===== config.mk =====
export PLATFORM = sky130hd
export DESIGN_NAME = status_flag_unit
export DESIGN_NICKNAME = d
export VERILOG_FILES = /design/src/rtl/status_flag_unit.sv
export SDC_FILE = /design/constraint.sdc
export NUM_CORES = 1
export LEC_CHECK = 0
export ABC_AREA = 1
export BUFFER_PORTS_ARGS = -buffer_cell sky130_fd_sc_hd__buf_4
export CAP_MARGIN = 15
export CORE_MARGIN = 8
export CORE_UTILIZATION = 45
export DETAILED_ROUTE_END_ITERATION = 7
export HOLD_SLACK_MARGIN = 0.1
export PLACE_DENSITY = 0.8
export SLEW_MARGIN = 10
export SYNTH_ARGS = -nofsm -noshare
export SYNTH_HDL_FRONTEND = slang
export SYNTH_SLANG_ARGS = --single-unit

===== constraint.sdc =====
create_clock -name clk -period 1.64 [get_ports clk]
set_input_delay 0.328 -clock clk [delete_from_list [all_inputs] [get_ports clk]]
set_output_delay 0.328 -clock clk [all_outputs]
set_load 0.05 [all_outputs]

===== src/rtl/status_flag_unit.sv =====
// Architectural N/V/Z/C status register with a flag-save LIFO for interrupt
// entry/return and a registered branch-condition evaluator.
module status_flag_unit #(
   parameter int STACK_DEPTH = 4
) (
   input  logic       clk,
   input  logic       reset,
   input  logic [3:0] condition_values,
   input  logic       flag_we,
   input  logic [3:0] flag_mask,
   input  logic       push,
   input  logic       pop,
   input  logic       eval,
   input  logic [3:0] cond_sel,
   output logic [3:0] flags,
   output logic       branch_taken,
   output logic       branch_valid,
   output logic       stack_empty,
   output logic       stack_full,
   output logic       stack_err
);

   localparam int CW = $clog2(STACK_DEPTH + 1);
   localparam int IW = (STACK_DEPTH > 1) ? $clog2(STACK_DEPTH) : 1;
   localparam logic [CW-1:0] CNT_ZERO  = CW'(1'b0);
   localparam logic [CW-1:0] CNT_ONE   = CW'(1'b1);
   localparam logic [CW-1:0] CNT_DEPTH = CW'(STACK_DEPTH);

   // Branch condition codes evaluated against f = {N, V, Z, C}.
   function automatic logic cond_eval(input logic [3:0] f, input logic [3:0] sel);
      logic n, v, z, c;
      n = f[3];
      v = f[2];
      z = f[1];
      c = f[0];
      case (sel)
         4'd0:    cond_eval = z;
         4'd1:    cond_eval = !z;
         4'd2:    cond_eval = c;
         4'd3:    cond_eval = !c;
         4'd4:    cond_eval = n;
         4'd5:    cond_eval = !n;
         4'd6:    cond_eval = v;
         4'd7:    cond_eval = !v;
         4'd8:    cond_eval = c & !z;
         4'd9:    cond_eval = !c | z;
         4'd10:   cond_eval = (n == v);
         4'd11:   cond_eval = (n != v);
         4'd12:   cond_eval = !z & (n == v);
         4'd13:   cond_eval = z | (n != v);
         4'd14:   cond_eval = 1'b1;
         4'd15:   cond_eval = 1'b0;
         default: cond_eval = 1'b0;
      endcase
   endfunction

   logic [3:0]    flags_r;
   logic [3:0]    stack_r [STACK_DEPTH];
   logic [CW-1:0] count_r;
   logic          branch_taken_r;
   logic          branch_valid_r;
   logic          stack_empty_r;
   logic          stack_full_r;
   logic          stack_err_r;

   logic          push_ok_s;
   logic          pop_ok_s;
   logic          stack_err_s;
   logic [CW-1:0] pop_cnt_s;
   logic [IW-1:0] push_idx_s;
   logic [IW-1:0] pop_idx_s;
   logic [3:0]    flags_nxt_s;
   logic [CW-1:0] count_nxt_s;

   // Legality of stack requests; push+pop together is always illegal.
   always_comb begin
      push_ok_s   = push & !pop & (count_r < CNT_DEPTH);
      pop_ok_s    = pop & !push & (count_r != CNT_ZERO);
      stack_err_s = (push | pop) & !push_ok_s & !pop_ok_s;
      pop_cnt_s   = count_r - CNT_ONE;
      push_idx_s  = count_r[IW-1:0];
      pop_idx_s   = pop_cnt_s[IW-1:0];
   end

   // Next flags and count; a legal pop overrides a same-cycle flag write.
   always_comb begin
      flags_nxt_s = flags_r;
      count_nxt_s = count_r;
      if (pop_ok_s) begin
         flags_nxt_s = stack_r[pop_idx_s];
      end else if (flag_we) begin
         flags_nxt_s = (flag_mask & condition_values) | (~flag_mask & flags_r);
      end else begin
         flags_nxt_s = flags_r;
      end
      if (push_ok_s) begin
         count_nxt_s = count_r + CNT_ONE;
      end else if (pop_ok_s) begin
         count_nxt_s = pop_cnt_s;
      end else begin
         count_nxt_s = count_r;
      end
   end

   // Stack storage holds pre-update flags; entries need no reset.
   always_ff @(posedge clk) begin
      if (!reset && push_ok_s) begin
         stack_r[push_idx_s] <= flags_r;
      end
   end

   // Architectural state and registered outputs.
   always_ff @(posedge clk) begin
      if (reset) begin
         flags_r        <= 4'b0000;
         count_r        <= CNT_ZERO;
         branch_taken_r <= 1'b0;
         branch_valid_r <= 1'b0;
         stack_empty_r  <= 1'b1;
         stack_full_r   <= 1'b0;
         stack_err_r    <= 1'b0;
      end else begin
         flags_r        <= flags_nxt_s;
         count_r        <= count_nxt_s;
         branch_valid_r <= eval;
         stack_empty_r  <= (count_nxt_s == CNT_ZERO);
         stack_full_r   <= (count_nxt_s == CNT_DEPTH);
         stack_err_r    <= stack_err_s;
         if (eval) begin
            branch_taken_r <= cond_eval(flags_r, cond_sel);
         end else begin
            branch_taken_r <= branch_taken_r;
         end
      end
   end

   assign flags        = flags_r;
   assign branch_taken = branch_taken_r;
   assign branch_valid = branch_valid_r;
   assign stack_empty  = stack_empty_r;
   assign stack_full   = stack_full_r;
   assign stack_err    = stack_err_r;

endmodule


==> impl_metrics.tcl, run 1 <==
set metrics [dict create \
    powerDensity_nw_per_um2 1042 \
    drc_errors 0 \
    gp_congestion 0.8963 \
    report.final.hold_viol_count 0 \
    clk_pin_slew_ns 0.15 \
    ys_ff_latch 28 \
    rows 20 \
    fin_crit_ns 1.520 \
    holdCritPathClass "input pin to flip-flop" \
    fin_util_pct 58.85 \
    ios 27 \
    first_pass_iters 4 \
    startpoint "count_r[1]" \
    cp.arrival_ns 1.79 \
    drt_wl_total_mm 3.374 \
    power_w 0.001873 \
    most-common-layout-cells "buf_4 (33), nand2_1 (23), nor2_1 (22), inv_1 (17), edfxtp_1 (16)" \
    dr_total_vias 1216 \
    postCtsHoldBufs 0 \
    post_cts_buffers 0 \
    antenna_cells 0 \
    worstMarginPinSlew_ns 0.3730 \
    ys.flop_type "edfxtp_1" \
    drive_gt1_share_pct 31.31 \
    die_w_um 72.84 \
    layout_commonest_cell "buf_4" \
    period_share_pct 92.69 \
    grt_pass1_vias 1219 \
    rsz0062_at_grt "false" \
    antenna_found_initial 0 \
    hold_start "reset" \
    required_ns 1.91 \
    synth.yosys.seq_area_share_pct 49.57 \
    port_buffers 26 \
    grt_overflow 0 \
    grt_pass1_wl_mm 5.464 \
    relSlewSlack_pct 75.04 \
    cts_buffer_depth 2 \
    power_leakage_nw 0.7879 \
    ir_worst_vdd_uv 381.4 \
    place_hpwl_mm 2.642 \
    core_area_sq_um 3053 \
    synth_edf_count 16 \
    grt_max_degree 17 \
    fp.dieH_um 72.84 \
    cts_resized 0 \
    status "completed" \
    maxCapViolations 0 \
    syn_nets 188 \
    yosysWarnings 0 \
    fin_nets 222 \
    ys_types 28 \
    area_growth_pct 23.58 \
    crit-reg2reg-launch "count_r[1]" \
    wire_per_inst_um 13.94 \
    clock_latency_ns 0.33 \
    cp_max_fo 6 \
    start_kind "flip-flop" \
    clockRootBuffer "clkbuf_4" \
    syn-mean-instance-area_sq_um 8.811 \
    start_util_pct 47.62 \
    htree_levels 1 \
    fin_setup_tns_ns 0 \
    ant_nets 0 \
    skew_ns 0.01052 \
    dr.first_iter.drc_count 81 \
    numClockSinks 28 \
    cts_tree "yes" \
    critPathCaptureType "flip-flop" \
    netlist_area_sq_um 1454 \
    netlist_instances 165 \
    setup_viol 0 \
    drv_slew 0 \
    synth-async-reset-ratio_pct 0 \
    fmax_mhz 657.8 \
    dieArea_sq_um 5306 \
    routed_via_density 5.025 \
    track_usage_pct 13.10 \
    worstSetupPathType "flip-flop to flip-flop" \
    numCtsBuffers 3 \
]
[stage by stage]
stage | hold slack, ns | area (sq um) | setup WS (ns) | instances
after floorplan | 0.4531 | 1454 | 0.05471 | 165
after global placement | 0.4672 | 1725 | 0.1507 | 238
after CTS | 0.2069 | 1778 | 0.04567 | 242
after detailed placement | 0.4765 | 1725 | 0.08881 | 238
final | 0.2112 | 1797 | 0.1199 | 242
after global routing | 0.2026 | 1797 | 0.01833 | 242
[cells in the mapped netlist, drive strengths merged (3+ instances only)]
master | n | area, sq um
buf | 3 | 27.52
a21oi | 9 | 52.55
a311oi | 3 | 26.28
nor3 | 5 | 25.02
dfxtp | 12 | 240.2
nand2 | 29 | 128.9
nand3 | 8 | 45.04
inv | 23 | 86.33
ha | 5 | 62.56
o22ai | 4 | 25.02
o21ai | 16 | 83.83
edfxtp | 16 | 480.5
nor2 | 26 | 107.6
[report_power, final]
| part | switching [W] | leakage, nW | internal [W] |
|---|---|---|---|
| Clock | 0.000200 | 0.0279 | 0.000247 |
| Combinational | 0.000371 | 0.513 | 0.000227 |
| Sequential | 0.0000323 | 0.247 | 0.000795 |
| Total | 0.000604 | 0.788 | 0.00127 |
[critical path, stage by stage (launching register included)]
cell and delay [ns]:
dfxtp_1 0.38, inv_1 0.11, ha_4 0.32, inv_1 0.08, o21ai_1 0.14, a21oi_1 0.07
a21oi_2 0.14, nand2_1 0.10, o21ai_2 0.12
[cells by family after synthesis]
family	Yosys count	synth area share (%)
compound gates	35	15.23
xor+xnor	2	1.722
fa+ha+maj	5	4.303
buf+inv	27	8.089
flops	28	49.57
simple gates	68	21.08
[final cells by class]
class | count | area (sq um)
clock inverters | 1 | 30.03
clock buffers | 3 | 22.52
flip-flops and latches | 28 | 721.9
fillers | 272 | 1256
repair buffers | 33 | 247.7
inverters | 23 | 86.33
well taps | 44 | 55.05
multi-input cells | 110 | 633.1
[final timing paths]
check,endpoint,slack (ns),cells past startpoint
worst max register to register,stack_empty,0.12,8
worst min-delay path,branch_taken,0.21,2
worst min register to register,branch_taken,0.50,2
worst max-delay path,stack_empty,0.12,8
[layer usage]
metal | wire, um | vias up | track usage [%]
met4 | 53 | 0 | 4.889
met2 | 1625 | 30 | 21.97
met1 | 1544 | 563 | 15.69
li1 | - | 617 | -
met5 | 0 | - | 0
met3 | 151 | 6 | 3.159
Note: power is estimated with default switching activity, not from simulation.
==> run 2, diff against run 1 <==
--- a/config.mk
+++ b/config.mk
@@ -8,11 +8,12 @@
 export ABC_AREA = 1
 export BUFFER_PORTS_ARGS = -buffer_cell sky130_fd_sc_hd__buf_4
 export CAP_MARGIN = 15
+export CORE_ASPECT_RATIO = 0.6
 export CORE_MARGIN = 8
-export CORE_UTILIZATION = 45
+export CORE_UTILIZATION = 38
 export DETAILED_ROUTE_END_ITERATION = 7
 export HOLD_SLACK_MARGIN = 0.1
-export PLACE_DENSITY = 0.8
+export PLACE_DENSITY = 0.71
 export SLEW_MARGIN = 10
 export SYNTH_ARGS = -nofsm -noshare
 export SYNTH_HDL_FRONTEND = slang
==> run 2 against run 1 <==
Against the previous run: sequential cell count unchanged; worst hold slack better by 0.061 ns; global-route usage fell by 1.6 points; sequential share of layout area is 0.22 points lower; routed wire length rose by 1.6%; clock power rose by 22%; final cell count grew 0.83%; setup slack better by 0.031 ns; critical path type unchanged; largest cell class unchanged.
==> impl_metrics.tcl, run 2 (synthesis gave the netlist of run 1 again) <==
set metrics [dict create \
    cts_tree "yes" \
    grt_overflow 0 \
    place_ws_ns 0.1075 \
    dr.first_iter.drc_count 60 \
    post_cts_buffers 0 \
    area_growth_pct 24.27 \
    numClockSinks 28 \
    dr_total_vias 1197 \
    clock_latency_ns 0.28 \
    ant_nets 0 \
    routed_via_density 4.906 \
    status "completed" \
    p_int_w 0.001335 \
    htree_levels 1 \
    layout_commonest_cell "buf_4" \
    most-common-layout-cells "buf_4 (32), nand2_1 (23), nor2_1 (22), inv_1 (17), edfxtp_1 (16)" \
    dp.cells 240 \
    fin_util_pct 49.38 \
    fin_nets 221 \
    maxCapViolations 0 \
    cp.arrival_ns 1.71 \
    setup_slack_ns 0.1509 \
    powerDensity_nw_per_um2 1080 \
    numCtsBuffers 3 \
    combPwrFrac_pct 29.1 \
    dieArea_sq_um 6126 \
    fin_setup_tns_ns 0 \
    drive_gt1_share_pct 30.96 \
    period_share_pct 90.80 \
    hold_start "reset" \
    netSwitchingPower_w 0.0006161 \
    p_seq_share_pct 42.9 \
    antenna_cells 0 \
    port_buffers 26 \
    grt_pass1_vias 1133 \
    worstSetupPathType "flip-flop to flip-flop" \
    fp.dieH_um 63.91 \
    power_leakage_nw 0.7829 \
    drv_slew 0 \
    worstMarginPinSlew_ns 0.3305 \
    skew_ns 0.001988 \
    ir_worst_vdd_uv 580.8 \
    grt_pass1_wl_mm 5.547 \
    p_sw_share_pct 31.58 \
    core_area_sq_um 3659 \
    crit-reg2reg-launch "count_r[1]" \
    wire_per_inst_um 14.05 \
    final_cell_area_sq_um 1807 \
    placed_area_sq_um 1722 \
    rsz0062_at_grt "false" \
    grt_max_degree 17 \
    start_util_pct 39.74 \
    drc_errors 0 \
    track_usage_pct 11.52 \
    fmax_mhz 671.6 \
    place_hpwl_mm 2.596 \
    report.final.hold_viol_count 0 \
    required_ns 1.86 \
    rows 17 \
    relSlewSlack_pct 77.93 \
    fin_crit_ns 1.489 \
    drt_wl_total_mm 3.427 \
    fin_cells 244 \
    gp_congestion 0.8388 \
    startpoint "count_r[1]" \
    critPathCaptureType "flip-flop" \
    cp_max_fo 11 \
    die_w_um 95.86 \
    p_clk_share_pct 28.0 \
    antenna_found_initial 0 \
    start_kind "flip-flop" \
    setup_viol 0 \
    clk_pin_slew_ns 0.10 \
    first_pass_iters 5 \
    holdCritPathClass "input pin to flip-flop" \
    clockRootBuffer "clkbuf_8" \
    cts_buffer_depth 2 \
    ios 27 \
]
## run 2: changes by cell type in the layout (fill, tap and decap cells not counted)
cell and delta:
nand2_4 -1, buf_4 -1, nand2_2 +1, clkbuf_8 +3
clkbuf_4 -3
## run 2: layout make-up
cell class / instances / area (sq um)
Clock inverter: 1 / 30.03
Tap cell: 47 / 58.81
Inverter: 23 / 86.33
Clock buffer: 3 / 41.29
Timing Repair Buffer: 32 / 240.2
Multi-Input combinational cell: 110 / 628.1
Fill cell: 364 / 1852
Sequential cell: 28 / 721.9
## run 2: what timing repair did
| action | 4_1_cts | 5_1_grt |
|---|---|---|
| hold buffers | 0 | 0 |
| resized for setup | 0 | 3 |
| setup endpoints to repair | 0 | 5 |
## run 2: power groups by stage
stage | clock, W | combinational, W | sequential, W
4_1_cts | 0.000554 | 0.000551 | 0.000837
3_3_place_gp | 0 | 0.000541 | 0.000852
5_1_grt | 0.000579 | 0.000629 | 0.000845
6_report | 0.000547 | 0.000567 | 0.000837
2_1_floorplan | 0 | 0.000307 | 0.000929
3_5_place_dp | 0 | 0.000549 | 0.000852
## run 2: through the flow
stage	hold WS, ns	power (W)
2_1_floorplan	0.4531	0.001236
3_3_place_gp	0.4752	0.001393
3_5_place_dp	0.4686	0.001401
4_1_cts	0.2716	0.001942
5_1_grt	0.2815	0.002053
6_report	0.2723	0.001951
## run 2: worst max-delay path: stages, from the launching register on
cell,delay [ns]
dfxtp_2,0.35
inv_1,0.10
ha_4,0.18
nand2_2,0.06
nand2_2,0.17
o21ai_1,0.17
a21oi_1,0.07
a21oi_2,0.14
nand2_1,0.10
o21ai_2,0.10
## run 2: worst paths after layout
| check | depth (start not counted) | to | slack [ns] |
|---|---|---|---|
| min | 2 | branch_taken | 0.27 |
| max reg2reg | 9 | stack_empty | 0.15 |
| max | 9 | stack_empty | 0.15 |
| min reg2reg | 2 | branch_taken | 0.48 |
## run 2: routing by layer
metal | GRT usage [%] | wire length [um] | vias up
li1 | - | - | 616
met1 | 16.16 | 1656 | 551
met2 | 17.04 | 1582 | 26
met3 | 2.331 | 142 | 4
met4 | 4.000 | 46 | 0
met5 | 0 | 0 | -
==> run 3, diff against run 2 <==
--- a/config.mk
+++ b/config.mk
@@ -10,10 +10,10 @@
 export CAP_MARGIN = 15
 export CORE_ASPECT_RATIO = 0.6
 export CORE_MARGIN = 8
-export CORE_UTILIZATION = 38
+export CORE_UTILIZATION = 49
 export DETAILED_ROUTE_END_ITERATION = 7
 export HOLD_SLACK_MARGIN = 0.1
-export PLACE_DENSITY = 0.71
+export PLACE_DENSITY = 0.86
 export SLEW_MARGIN = 10
 export SYNTH_ARGS = -nofsm -noshare
 export SYNTH_HDL_FRONTEND = slang
==> run 3 against run 2 <==
Against the previous run: first-iteration DRC count increased by 92%; count of clock-buffer cells in the layout increased by 1; utilization increased by 14 points; setup slack improved by 0.046 ns; largest cell class unchanged; sequential cell count unchanged; routed wire length decreased by 8.3%.
==> impl_metrics.tcl, run 3 (synthesis gave the netlist of run 1 again) <==
set metrics [dict create \
    fin_nets 222 \
    cp_common_cell "inv_1" \
    numCtsBuffers 3 \
    rsz0062_at_grt "false" \
    clockRootBuffer "clkbuf_8" \
    start_kind "flip-flop" \
    relSlewSlack_pct 75.71 \
    die_w_um 86.32 \
    cts_tree "yes" \
    fin_crit_ns 1.443 \
    holdCritPathClass "input pin to flip-flop" \
    track_usage_pct 13.76 \
    clk_pin_slew_ns 0.09 \
    dr_total_vias 1207 \
    report.final.hold_viol_count 0 \
    reg2reg_slack_ns 0.20 \
    critPathCaptureType "flip-flop" \
    drive_gt1_share_pct 30.81 \
    crit-reg2reg-launch "count_r[1]" \
    worstMarginPinSlew_ns 0.3631 \
    dieArea_sq_um 5023 \
    routed_via_density 5.029 \
    area_growth_pct 23.49 \
    powerDensity_nw_per_um2 1012 \
    cp_max_fo 6 \
    status "completed" \
    ant_nets 0 \
    most-common-layout-cells "buf_4 (33), nand2_1 (23), nor2_1 (22), inv_1 (17), edfxtp_1 (16)" \
    grt_max_degree 16 \
    htree_levels 1 \
    power_leakage_nw 0.7888 \
    critical_path.max_stage_delay_ns 0.37 \
    layout_commonest_cell "buf_4" \
    startpoint "count_r[1]" \
    maxCapViolations 0 \
    cp.arrival_ns 1.66 \
    final_cell_area_sq_um 1795 \
    skew_ns 0.01025 \
    fmax_mhz 693.1 \
    grt_pass1_wl_mm 5.451 \
    post_cts_buffers 0 \
    drt_wl_total_mm 3.143 \
    placed_area_sq_um 1723 \
    core_area_sq_um 2853 \
    rows 15 \
    fin_setup_tns_ns 0 \
    clock_latency_ns 0.28 \
    drc_errors 0 \
    antenna_found_initial 0 \
    gp_congestion 0.8993 \
    whs_ns 0.2831 \
    ios 27 \
    path_cells "inv_1 > ha_4 > inv_1 > o21ai_1 > a21oi_1 > a21oi_2 > nand2_1 > o21ai_2" \
    ir_worst_vdd_uv 469.0 \
    antenna_cells 0 \
    numClockSinks 28 \
    cts_buffer_depth 2 \
    wire_per_inst_um 13.10 \
    required_ns 1.86 \
    port_buffers 26 \
    worstSetupPathType "flip-flop to flip-flop" \
    hold_start "reset" \
    place_hpwl_mm 2.476 \
    setup_viol 0 \
    start_util_pct 50.96 \
    period_share_pct 87.98 \
    grt_overflow 0 \
    drv_slew 0 \
    grt_pass1_vias 1141 \
    first_pass_iters 4 \
    cpMaxStageDelayCell "dfxtp_1" \
    dr.first_iter.drc_count 115 \
    fp.dieH_um 58.20 \
]
-- run 3: power breakdown --
group          switching (W)  internal [W]  total (W)
sequential         0.0000403      0.000794   0.000834
clock               0.000200      0.000215   0.000415
combinational       0.000350      0.000218   0.000568
-- run 3: worst paths after layout --
kind,to,cells after the start
setup / recovery,stack_empty,8
hold reg to reg,branch_taken,2
setup reg to reg,stack_empty,8
hold / removal,branch_taken,2
-- run 3: timing repair --
action	in CTS	in global routing
endpoints found under the setup margin	0	3
resized for setup	0	3
hold buffers	0	0
-- run 3: worst max-delay path, delay by kind of cell (launching register included) --
family	cells	cell delay, ns
flops	1	0.37
buf+inv	2	0.19
fa+ha+maj	1	0.31
compound gates	4	0.42
simple gates	1	0.10
-- run 3: cell type report --
class	instances	area, sq um
Multi-Input combinational cell	110	633.1
Timing Repair Buffer	33	247.7
Clock buffer	4	55.05
Inverter	23	86.33
Sequential cell	28	720.7
Tap cell	42	52.55
Fill cell	236	1057
-- run 3: through the flow --
stage          total power [W]  util, %  worst slack (ns)  cells
2_1_floorplan         0.001236        -           0.05471    165
3_3_place_gp          0.001389    60.39            0.1757    236
3_5_place_dp          0.001396    60.39            0.1224    236
4_1_cts               0.001806    62.32            0.1033    240
5_1_grt               0.001928    62.94           0.01264    240
6_report              0.001817    62.94            0.1972    240
-- run 3: metal layers --
layer / GRT usage [%] / share of wire (%) / vias up
li1: - / - / 621
met1: 18.82 / 50 / 550
met2: 20.56 / 43 / 32
met3: 3.099 / 6.3 / 4
met4: 5.109 / 1.4 / 0
met5: 0 / 0 / -
